## src/rtl/pipe_ctrl_pkg.sv

```systemverilog
// Shared definitions for the pipeline front-end hazard controller.
//   state_e  : controller state encoding. 2'b11 is never produced and is
//              treated as an illegal state that recovers to RUN.
//   NOP      : instruction word that a flushed IF/ID holds.
//   REG_ZERO : register $zero. A load that targets it never creates a hazard.
package pipe_ctrl_pkg;

  typedef enum logic [1:0] {
    RUN    = 2'b00,
    IMISS  = 2'b01,
    MULDIV = 2'b10
  } state_e;

  localparam logic [31:0] NOP      = 32'h0000_0000;
  localparam logic [4:0]  REG_ZERO = 5'd0;

endpackage

```

## src/rtl/load_use_detect.sv

```systemverilog
// Load-use hazard detector.
// Asserts o_luh when the load in ID/EX writes a register that the
// instruction in IF/ID reads. A load to $zero is excluded.
//   i_ifid_rs, i_ifid_rt : source fields of the instruction in IF/ID
//   i_idex_mem_read      : the instruction in ID/EX is a load
//   i_idex_rt            : load destination register
//   o_luh                : hazard present this cycle
module load_use_detect
  import pipe_ctrl_pkg::*;
(
  input  logic [4:0] i_ifid_rs,
  input  logic [4:0] i_ifid_rt,
  input  logic       i_idex_mem_read,
  input  logic [4:0] i_idex_rt,
  output logic       o_luh
);

  logic w_dest_live;
  logic w_src_match;

  assign w_dest_live = i_idex_mem_read && (i_idex_rt != REG_ZERO);
  assign w_src_match = (i_idex_rt == i_ifid_rs) || (i_idex_rt == i_ifid_rt);
  assign o_luh       = w_dest_live && w_src_match;

endmodule

```

## src/rtl/pipeline_hazard_ctrl.sv

```systemverilog
// Front-end sequencer for the 5-stage MIPS pipeline.
// It resolves these hazards: load-use, ID-resolved redirects, fetch misses
// and mult/div occupancy. It drives the PC / IF/ID enables and the ID/EX
// bubble, and it counts stall cycles.
//
// state  | meaning
// -------+-------------------------------------------------------------
// RUN    | normal flow. Handles load-use, redirect and new fetch misses.
// IMISS  | waiting for imem_ready. IF/ID is held as a NOP.
// MULDIV | front end frozen for MULDIV_CYCLES cycles.
//
// Ports:
//   clock, resetn       : clock and async active-low reset
//   ifid_rs/ifid_rt     : IF/ID source fields
//   idex_mem_read/rt    : load in ID/EX and its destination
//   branch_taken, jump  : redirect decoded in ID
//   imem_ready          : fetch data valid
//   muldiv_start        : mult/div entered EX
//   pc_write, ifid_write, ifid_flush, idex_bubble : pipeline controls
//   state               : current state, for debug
//   stall_cycles        : saturating count of cycles with pc_write=0
module pipeline_hazard_ctrl
  import pipe_ctrl_pkg::*;
#(
  parameter int MULDIV_CYCLES = 32,
  parameter int CNT_W         = 6
)(
  input  logic        clock,
  input  logic        resetn,
  input  logic [4:0]  ifid_rs,
  input  logic [4:0]  ifid_rt,
  input  logic        idex_mem_read,
  input  logic [4:0]  idex_rt,
  input  logic        branch_taken,
  input  logic        jump,
  input  logic        imem_ready,
  input  logic        muldiv_start,
  output logic        pc_write,
  output logic        ifid_write,
  output logic        ifid_flush,
  output logic        idex_bubble,
  output logic [1:0]  state,
  output logic [31:0] stall_cycles
);

  localparam logic [CNT_W-1:0] CNT_LOAD = CNT_W'(MULDIV_CYCLES - 1);
  localparam logic [31:0]      STALL_MAX = 32'hFFFF_FFFF;

  state_e           r_state;
  state_e           w_state_next;
  logic [CNT_W-1:0] r_cnt;
  logic [CNT_W-1:0] w_cnt_next;
  logic [31:0]      r_stall_cycles;

  logic w_luh;
  logic w_redir;
  logic w_pc_write;
  logic w_ifid_write;
  logic w_ifid_flush;
  logic w_idex_bubble;

  load_use_detect u_luh (
    .i_ifid_rs       (ifid_rs),
    .i_ifid_rt       (ifid_rt),
    .i_idex_mem_read (idex_mem_read),
    .i_idex_rt       (idex_rt),
    .o_luh           (w_luh)
  );

  assign w_redir = branch_taken || jump;

  always_comb begin
    w_state_next  = r_state;
    w_cnt_next    = r_cnt;
    w_pc_write    = 1'b1;
    w_ifid_write  = 1'b1;
    w_ifid_flush  = 1'b0;
    w_idex_bubble = 1'b0;

    case (r_state)
      RUN: begin
        if (w_luh) begin
          // Redirect waits: branch operands are stale and re-resolve next cycle.
          w_pc_write    = 1'b0;
          w_ifid_write  = 1'b0;
          w_idex_bubble = 1'b1;
        end else if (w_redir) begin
          // A missing fetch here is wrong-path, so it is dropped.
          w_ifid_flush = 1'b1;
        end else if (!imem_ready) begin
          w_pc_write   = 1'b0;
          w_ifid_write = 1'b0;
          w_ifid_flush = 1'b1;
          w_state_next = IMISS;
        end

        // This does not change this cycle's outputs. A pending miss is seen
        // again in RUN after the freeze ends.
        if (muldiv_start) begin
          w_state_next = MULDIV;
          w_cnt_next   = CNT_LOAD;
        end
      end

      IMISS: begin
        if (imem_ready) begin
          w_state_next = RUN;
        end else begin
          w_pc_write   = 1'b0;
          w_ifid_write = 1'b0;
          w_ifid_flush = 1'b1;
        end
      end

      MULDIV: begin
        w_pc_write    = 1'b0;
        w_ifid_write  = 1'b0;
        w_idex_bubble = 1'b1;
        if (r_cnt == '0) begin
          w_state_next = RUN;
        end else begin
          w_cnt_next = r_cnt - 1'b1;
        end
      end

      default: begin
        w_pc_write    = 1'b0;
        w_ifid_write  = 1'b0;
        w_ifid_flush  = 1'b1;
        w_idex_bubble = 1'b1;
        w_state_next  = RUN;
      end
    endcase
  end

  always_ff @(posedge clock or negedge resetn) begin
    if (!resetn) begin
      r_state        <= RUN;
      r_cnt          <= '0;
      r_stall_cycles <= '0;
    end else begin
      r_state <= w_state_next;
      r_cnt   <= w_cnt_next;
      if (!w_pc_write && (r_stall_cycles != STALL_MAX)) begin
        r_stall_cycles <= r_stall_cycles + 32'd1;
      end
    end
  end

  // While in reset the front end is held in a safe state: no PC load, and
  // NOPs are forced into both pipeline registers.
  assign pc_write     = resetn ? w_pc_write    : 1'b0;
  assign ifid_write   = resetn ? w_ifid_write  : 1'b0;
  assign ifid_flush   = resetn ? w_ifid_flush  : 1'b1;
  assign idex_bubble  = resetn ? w_idex_bubble : 1'b1;
  assign state        = r_state;
  assign stall_cycles = r_stall_cycles;

endmodule
```

## config.mk

```make
export PLATFORM = sky130hd
export DESIGN_NAME = pipeline_hazard_ctrl
export DESIGN_NICKNAME = d
export VERILOG_FILES = /design/src/rtl/pipe_ctrl_pkg.sv /design/src/rtl/load_use_detect.sv /design/src/rtl/pipeline_hazard_ctrl.sv
export SDC_FILE = /design/constraint.sdc
export NUM_CORES = 1
export LEC_CHECK = 0
export ABC_CLOCK_PERIOD_IN_PS = 2400
export BUFFER_PORTS_ARGS = -buffer_cell sky130_fd_sc_hd__buf_2
export CAP_MARGIN = 5
export CORE_UTILIZATION = 53
export CTS_BUF_LIST = sky130_fd_sc_hd__clkbuf_2
export CTS_CLUSTER_DIAMETER = 120
export DETAILED_ROUTE_END_ITERATION = 10
export GPL_ROUTABILITY_DRIVEN = 0
export PLACE_DENSITY = 0.81
export SETUP_SLACK_MARGIN = 0.4
export SLEW_MARGIN = 10
export SYNTH_ARGS = -nofsm -noshare
export SYNTH_HDL_FRONTEND = slang
export SYNTH_SLANG_ARGS = --single-unit
```

## constraint.sdc

```tcl
create_clock -name clock -period 2.4 [get_ports clock]
set_input_delay 0.24 -clock clock [delete_from_list [all_inputs] [get_ports clock]]
set_output_delay 0.24 -clock clock [all_outputs]
set_load 0.03 [all_outputs]
```

==> results.cfg, run 1 <==
[clocking]
cts_buffer_depth = 2
cts_tree = built
clock_pin_slew_on_the_worst_setup_and_hold_paths_ns = 0.18
cts_buffers = 5
cts-root-buf = clkbuf_2
clock_tree.htree_level_count = 2
cts.sinks = 40
clock_latency_ns = 0.37

[pwr]
p_sw_frac = 0.4197
power.internal_mw = 1.265
power_leakage_nw = 1.415
vdd.ir_drop.worst_uv = 543.6
p_clk_frac = 0.118
power_frac_seq = 0.448
net-switching-power_mw = 0.9152
power.share.combinational = 0.433
pwr_density_cell_nw_per_um2 = 774.9

[timing]
setup_total_negative_slack_ns = 0
worstMarginPinSlew_ns = 0.5471
slew_headroom = 0.6353
maxSlewViolCount = 0
fmax_mhz = 522.7
rsz0062_at_grt = yes
final.period_utilization = 0.7971
hold_fails_final_rpt = 0
post-route-min-period_ns = 1.913
clock-skew-final_ns = 0.01346
setup_violations = 0

[yosys]
number_of_register_bits_inferred_by_synthesis = 40
ys_seq_area_frac = 0.4564
synth_compound_area_frac = 0.03879
yosysWarnings = 0
muxShareOfSynthArea = 0.005134
post_synth_num_cell_types = 39
ys.flop_type = dfrtp_1
postSynthCellCount = 217
largest_family_of_logic_cells_by_synthesized_area = simple AND/OR/NAND/NOR gates
synth-edff-count = 0
synth_simple_gate_area_frac = 0.2755
async_reset_ff_frac = 1.000
syn-num-nets = 242
synth_area_per_cell_um2 = 10.11
xor_and_xnor_fraction_of_the_mapped_netlist_area = 0.1797
yosys.area_share.adder = 0.01711
cell_area_synth_um2 = 2193

[finish]
antenna-diode-count = 0
most_frequent_standard_cell_in_the_layout_excluding_fill_and_tap_cells = buf_2
layout-drive-gt1-share = 0.3652
syn_to_final_growth_pct = 28.29
filler_cell_count = 295
final_cell_count_no_fill = 343
nets = 319
layout.cells.most_common_list = buf_2, dfrtp_1, xor2_1
layout.area.seq_um2 = 1005
fin_util = 0.7035
multi_input_comb_area_um2 = 1244
postLayoutCellArea_um2 = 2814

[worst_setup_path]
worst_ep_required_time_ns = 2.66
cp-start-kind = flip-flop
critical_path.cell_chain = nand4_4, nor4_2, nand3_2, nand3_4, buf_12, nor3_1, xor2_1
critical_path_peak_fanout = 10
path_buf_inv = 1
worstSetupPathType = flip-flop to flip-flop
timing.critical_path.slowest_cell_delay_ns = 0.51
endpoint_kind = flip-flop
worst_path_slowest_cell = dfrtp_1
worst_path_dominant_cell_family = simple AND/OR/NAND/NOR gates
critical_path_data_arrival_time_ns = 2.17

[floorplanning]
die_w_um = 66.33
die_h_um = 66.33
die_area_um2 = 4400
floorplan.rows = 23
design.portCount = 60
starting_density_of_the_core = 0.5483
core-area_um2 = 4000

[global_routing]
first_global_vias = 1719
global_route_wire_length_before_repair_um = 7617
global_route.usage.total = 0.2311
residual_overflow_from_global_routing = 0
grt_max_degree = 26
antenna_violations_before_repair = 0

[route]
detailedRoute.firstIterationViolations = 98
aggregate_routed_wire_length_um = 4641
via_per_inst = 5.501
drtAntennaViolNets = 0
detail_route.drc_violations = 0
first_pass_drt_iterations = 4
routedWlPerCell_um = 13.53
detailroute.via_count = 1887

[placement]
dp_hpwl_um = 3316
detailed_place.area_um2 = 2547
place_inst = 326
io_buffers = 59

[hold_path]
worst_hold_path_type = input port to flip-flop

[run]
drv.max_cap_violation_count = 0

[outcome]
run_status = finished clean
[state kept, by name (all words and copies together), names as in the netlist]
register / flops
r_cnt: 6
stall_cycles: 32
state: 2
[cell usage after synthesis (all sizes together) (2+ instances only)]
library cell	count	area, µm²
ha	3	37.54
nor2	17	63.81
a21oi	4	20.02
nor4	10	105.1
nand3	11	60.06
and2	2	12.51
and3	2	12.51
or3	2	12.51
xnor2	17	148.9
nand2	24	95.09
buf	3	30.03
o21ai	3	15.01
dfrtp	40	1001
nor3	16	80.08
nand4	12	90.09
xor2	28	245.2
inv	8	30.03
[logic make-up after synthesis]
group / count (synthesis)
fa+ha+maj: 3
mux: 1
compound gates: 13
simple gates: 104
xor+xnor: 45
flops: 40
buf+inv: 11
[worst reg2reg max path, cell delays in order (launching register included)]
cell and delay [ns]:
dfrtp_1 0.51, nand4_4 0.22, nor4_2 0.39, nand3_2 0.17, nand3_4 0.16, buf_12 0.14
nor3_1 0.06, xor2_1 0.15
[final timing paths]
| path | start | to | slack, ns | cells after the start |
|---|---|---|---|---|
| min reg2reg | stall_cycles[13] | stall_cycles[13] | 0.51 | 1 |
| max in group asynchronous | resetn | stall_cycles[5] | 1.38 | 3 |
| min | imem_ready | state[0] | 0.04 | 2 |
| max | stall_cycles[14] | stall_cycles[7] | 0.49 | 7 |
| max reg2reg | stall_cycles[14] | stall_cycles[7] | 0.49 | 7 |
| min in group asynchronous | resetn | stall_cycles[14] | 0.35 | 2 |
[stage by stage]
stage               hold WS, ns  power (mW)  setup slack (ns)
floorplan              -0.05559       1.527            0.3618
global placement         0.2440       1.718            0.3650
detailed placement       0.2487       1.744            0.3053
CTS                    0.001391       2.080            0.4011
global route            0.01834       2.326            0.3829
finish                  0.04368       2.181            0.4869
[metal layers]
layer / global-route usage / vias to the layer above / wire [µm]
li1: - / 902 / -
met1: 0.2899 / 907 / 1950
met2: 0.3750 / 70 / 2307
met3: 0.07241 / 8 / 293
met4: 0.07713 / 0 / 89
met5: 0 / - / 0
[timing repair]
item,4_1_cts,5_1_grt
buffers inserted,6,4
hold endpoints to repair,21,0
pin swaps,4,3
hold buffers,1,0
setup endpoints to repair,11,33
resized for setup,15,10
[area by class of cell]
class	count	area share
well taps	50	0.02223
repair buffers	73	0.1574
clock buffers	6	0.01067
multi-input cells	166	0.4420
inverters	8	0.01067
flip-flops and latches	40	0.3570
[power by group through the flow]
stage | Combinational, mW | Sequential, mW | Clock [mW]
2_1_floorplan | 0.407 | 1.12 | 0
3_3_place_gp | 0.747 | 0.971 | 0
3_5_place_dp | 0.770 | 0.974 | 0
4_1_cts | 0.843 | 0.965 | 0.271
5_1_grt | 1.03 | 1.00 | 0.296
6_report | 0.945 | 0.978 | 0.258
Note: power is estimated with default switching activity, not from simulation.
==> inputs of run 2 (changes only) <==
--- a/config.mk
+++ b/config.mk
@@ -5,7 +5,7 @@
 export SDC_FILE = /design/constraint.sdc
 export NUM_CORES = 1
 export LEC_CHECK = 0
-export ABC_CLOCK_PERIOD_IN_PS = 2400
+export ABC_CLOCK_PERIOD_IN_PS = 2000
 export BUFFER_PORTS_ARGS = -buffer_cell sky130_fd_sc_hd__buf_2
 export CAP_MARGIN = 5
 export CORE_UTILIZATION = 53
==> constraint.sdc (replaced) <==
create_clock -name clock -period 2 [get_ports clock]
set_input_delay 0.2 -clock clock [delete_from_list [all_inputs] [get_ports clock]]
set_output_delay 0.2 -clock clock [all_outputs]
set_load 0.03 [all_outputs]
==> results.cfg, run 2 (synthesis results as in run 1) <==
[outcome]
run_status = finished clean

[timing]
setup_total_negative_slack_ns = 0
maxSlewViolCount = 0
setup_violations = 0
clock-skew-final_ns = 0.01782
hold_slack_ns = 0.01094
final.period_utilization = 0.9886
finalWorstSetupSlack_ns = 0.02275
worstMarginPinSlew_ns = 0.7020
hold_fails_final_rpt = 0
post-route-min-period_ns = 1.977
fmax_mhz = 505.8
slew_headroom = 0.5305
rsz0062_at_grt = yes

[finish]
syn_to_final_growth_pct = 50.77
antenna-diode-count = 0
largest_reg_flops = 32
most_frequent_standard_cell_in_the_layout_excluding_fill_and_tap_cells = buf_2
layout-drive-gt1-share = 0.5156
nets = 344
postLayoutCellArea_um2 = 3307
layout.cells.most_common_list = buf_2, buf_4, xor2_1

[clocking]
cts-root-buf = clkbuf_2
cts.sinks = 40
clock_pin_slew_on_the_worst_setup_and_hold_paths_ns = 0.22
cts_buffers = 5
clock_tree.htree_level_count = 2
clock_latency_ns = 0.43
cts_tree = built
cts_buffer_depth = 2

[placement]
detailed_place.area_um2 = 2704
dp_hpwl_um = 3602
io_buffers = 59
dp_worst_setup_slack_ns = 0.07684

[pwr]
pwr_density_cell_nw_per_um2 = 981.5
vdd.ir_drop.worst_uv = 859.9
power_leakage_nw = 1.611
design_power_total_mw = 3.246

[global_routing]
global_route.usage.total = 0.2948
grt_max_degree = 26
antenna_violations_before_repair = 0
global_route_wire_length_before_repair_um = 9522
residual_overflow_from_global_routing = 0
first_global_vias = 2006

[route]
detailedRoute.firstIterationViolations = 115
detailroute.via_count = 2041
via_per_inst = 5.516
aggregate_routed_wire_length_um = 5935
drtAntennaViolNets = 0
detail_route.drc_violations = 0
routedWlPerCell_um = 16.04
first_pass_drt_iterations = 4

[floorplanning]
core-area_um2 = 4000
floorplan.rows = 23
die_area_um2 = 4400
starting_density_of_the_core = 0.5483
die_h_um = 66.33
design.portCount = 60
die_w_um = 66.33

[run]
drv.max_cap_violation_count = 0

[worst_setup_path]
endpoint_kind = output port
critical_path_peak_fanout = 3
cp-start-kind = flip-flop
critical_path_data_arrival_time_ns = 1.78
worst_ep_required_time_ns = 1.80
r2r.worst_path.cells = 7
worstSetupPathType = flip-flop to output port

[hold_path]
worst_hold_path_type = input port to flip-flop
worst_hold_path.num_cells = 3
run 2: where the power goes:
part           total, mW  switching (mW)  internal (mW)
Sequential          1.19           0.206          0.983
Clock              0.502           0.294          0.208
Combinational       1.56           0.837          0.718
Total               3.25            1.34           1.91
run 2: timing repair:
item / in CTS / in global routing
setup buffers: 26 / 2
hold buffers: 3 / 0
resized for setup: 34 / 14
endpoints found under the setup margin: 38 / 42
pin swaps: 17 / 6
hold endpoints to repair: 16 / 0
cloned: 1 / 0
run 2: area by class of cell:
| class | count | area, µm² |
|---|---|---|
| fillers | 235 | 693.2 |
| inverters | 8 | 30.03 |
| repair buffers | 98 | 704.4 |
| flip-flops and latches | 40 | 1018 |
| well taps | 50 | 62.56 |
| clock inverters | 3 | 42.54 |
| multi-input cells | 166 | 1424 |
| clock buffers | 5 | 25.02 |
run 2: metal layers:
metal | track usage | part of all wire
met1 | 0.3575 | 0.41
met2 | 0.5026 | 0.53
met3 | 0.07241 | 0.048
met4 | 0.1090 | 0.014
met5 | 0 | 0
run 2: path summary, 6_finish.rpt:
check | from | slack, ns | end
setup / recovery | state[0] | 0.02 | ifid_write
hold / removal | muldiv_start | 0.01 | r_cnt[2]
setup reg to reg | state[0] | 0.12 | stall_cycles[22]
hold reg to reg | stall_cycles[7] | 0.51 | stall_cycles[7]
max in group asynchronous | resetn | 1.11 | stall_cycles[1]
min in group asynchronous | resetn | 0.37 | stall_cycles[23]
run 2: metrics by stage:
step | std cells | utilization
2_1_floorplan | 217 | -
3_3_place_gp | 330 | 0.6759
3_5_place_dp | 330 | 0.6759
4_1_cts | 368 | 0.8086
5_1_grt | 370 | 0.8267
6_report | 370 | 0.8267
run 2: worst max-delay path: stages (launching register included):
cell and delay [ns]:
dfrtp_2 0.46, o21bai_4 0.18, a21oi_4 0.17, o21ai_2 0.12, nand2_2 0.10, and2_4 0.14
buf_4 0.16
==> inputs of run 3 (changes only) <==
--- a/config.mk
+++ b/config.mk
@@ -12,8 +12,7 @@
 export CTS_BUF_LIST = sky130_fd_sc_hd__clkbuf_2
 export CTS_CLUSTER_DIAMETER = 120
 export DETAILED_ROUTE_END_ITERATION = 10
-export GPL_ROUTABILITY_DRIVEN = 0
-export PLACE_DENSITY = 0.81
+export PLACE_DENSITY = 0.92
 export SETUP_SLACK_MARGIN = 0.4
 export SLEW_MARGIN = 10
 export SYNTH_ARGS = -nofsm -noshare
==> results.cfg, run 3 (synthesis results as in run 1) <==
[outcome]
run_status = finished with violations
failed_checks = negative setup slack

[run]
drv.max_cap_violation_count = 0

[route]
routedWlPerCell_um = 24.66
detail_route.drc_violations = 0
aggregate_routed_wire_length_um = 9496
via_per_inst = 6.397
first_pass_drt_iterations = 5
drtAntennaViolNets = 0
detailroute.via_count = 2463
detailedRoute.firstIterationViolations = 219

[finish]
layout.cells.most_common_list = buf_2, buf_4, dfrtp_1
final_cell_count_no_fill = 385
most_frequent_standard_cell_in_the_layout_excluding_fill_and_tap_cells = buf_2
syn_to_final_growth_pct = 68.97
largest_reg_flops = 32
nets = 359
layout-drive-gt1-share = 0.6030
postLayoutCellArea_um2 = 3706
antenna-diode-count = 0

[timing]
finalWorstSetupSlack_ns = -0.1189
worstMarginPinSlew_ns = 0.3977
hold_fails_final_rpt = 0
rsz0062_at_grt = yes
fmax_mhz = 471.9
hold_slack_ns = 0.1106
clock-skew-final_ns = 0.05105
final.period_utilization = 1.059
slew_headroom = 0.7341
post-route-min-period_ns = 2.119
setup_violations = 17
maxSlewViolCount = 0

[clocking]
clock_latency_ns = 0.44
cts-root-buf = clkbuf_2
cts_buffers = 5
cts_buffer_depth = 2
cts.sinks = 40
cts_tree = built
clock_pin_slew_on_the_worst_setup_and_hold_paths_ns = 0.25
clock_tree.htree_level_count = 2

[hold_path]
timing.hold.worst_endpoint = r_cnt[4]
worst_hold_path_type = input port to flip-flop
worst_hold_path.num_cells = 3
hold_start = muldiv_start

[worst_setup_path]
worst_path_slowest_cell = dfrtp_2
r2r-start = state[0]
r2r_slack_ns = -0.12
endpoint_kind = flip-flop
r2r.worst_path.cells = 10
timing.critical_path.slowest_cell_delay_ns = 0.49
worstSetupPathType = flip-flop to flip-flop
critical_path_data_arrival_time_ns = 2.46
critical_path.reg2reg.endpoint = r_cnt[4]
critical_path_peak_fanout = 4
critical_path.cell_chain = buf_4, buf_6, buf_6, buf_4, nor2b_4, a21boi_4, nand2_2, or3_4, xor2_2, nand2_1
worst_ep_required_time_ns = 2.34
worst_setup_path_startpoint = state[0]
cp-start-kind = flip-flop

[global_routing]
grt_max_degree = 24
global_route_wire_length_before_repair_um = 11160
global_route.usage.total = 0.3554
residual_overflow_from_global_routing = 0
antenna_violations_before_repair = 0
first_global_vias = 2219

[floorplanning]
die_w_um = 66.33
core-area_um2 = 4000
die_h_um = 66.33
design.portCount = 60
die_area_um2 = 4400
floorplan.rows = 23
starting_density_of_the_core = 0.5483

[placement]
detailed_place.area_um2 = 2711
place_inst = 331
globalplace.congestion = 0.8663
dp_hpwl_um = 3674
io_buffers = 59

[pwr]
pwr_density_cell_nw_per_um2 = 955.1
vdd.ir_drop.worst_uv = 808.4
power_leakage_nw = 1.792
-- run 3: through the flow --
step | setup TNS [ns] | utilization | power, mW | setup WS (ns)
floorplan | 0 | - | 1.931 | 0.1384
global placement | 0 | 0.6778 | 2.213 | 0.1306
detailed placement | 0 | 0.6778 | 2.261 | 0.1180
CTS | 0 | 0.8489 | 3.059 | 0.02014
global route | -2.526 | 0.9265 | 3.652 | -0.1738
finish | -1.052 | 0.9265 | 3.540 | -0.1189
-- run 3: final cells by class --
class | instances | area [µm²]
Multi-Input combinational cell | 166 | 1712
Timing Repair Buffer | 113 | 845.8
Clock inverter | 1 | 3.754
Inverter | 8 | 30.03
Clock buffer | 7 | 35.03
Tap cell | 50 | 62.56
Fill cell | 128 | 294.0
Sequential cell | 40 | 1017
-- run 3: power breakdown --
part           switching, mW  total (mW)  internal [mW]
combinational           1.09        1.93          0.835
sequential             0.256        1.24          0.981
clock                  0.283       0.376         0.0934
total                   1.63        3.54           1.91
-- run 3: worst max path at each step --
stage | slack, ns | to
CTS | 0.02 | pc_write
global placement | 0.13 | stall_cycles[12]
floorplan | 0.14 | stall_cycles[9]
global route | -0.17 | stall_cycles[30]
finish | -0.12 | r_cnt[4]
detailed placement | 0.12 | stall_cycles[12]
-- run 3: worst max-delay path, delay by kind of cell, from the launching register on --
kind / cells / cell delay, ns
AND/OR/NAND/NOR: 4 / 0.60
buffers and inverters: 4 / 0.52
flip-flops: 1 / 0.49
XOR/XNOR: 1 / 0.15
AO/OA/AOI/OAI: 1 / 0.23
-- run 3: what timing repair did --
item,CTS,global route
hold buffers,2,0
cloned,1,0
buffers inserted,26,17
gates resized for setup,81,35
setup endpoints to repair,39,44
pin swaps,40,29
endpoints found under the hold margin,41,0
-- run 3: routing by layer --
| layer | vias to the layer above | part of all wire | global-route usage |
|---|---|---|---|
| li1 | 993 | - | - |
| met1 | 1187 | 0.36 | 0.4029 |
| met2 | 215 | 0.49 | 0.6288 |
| met3 | 68 | 0.090 | 0.08103 |
| met4 | 0 | 0.064 | 0.1622 |
| met5 | - | 0 | 0 |
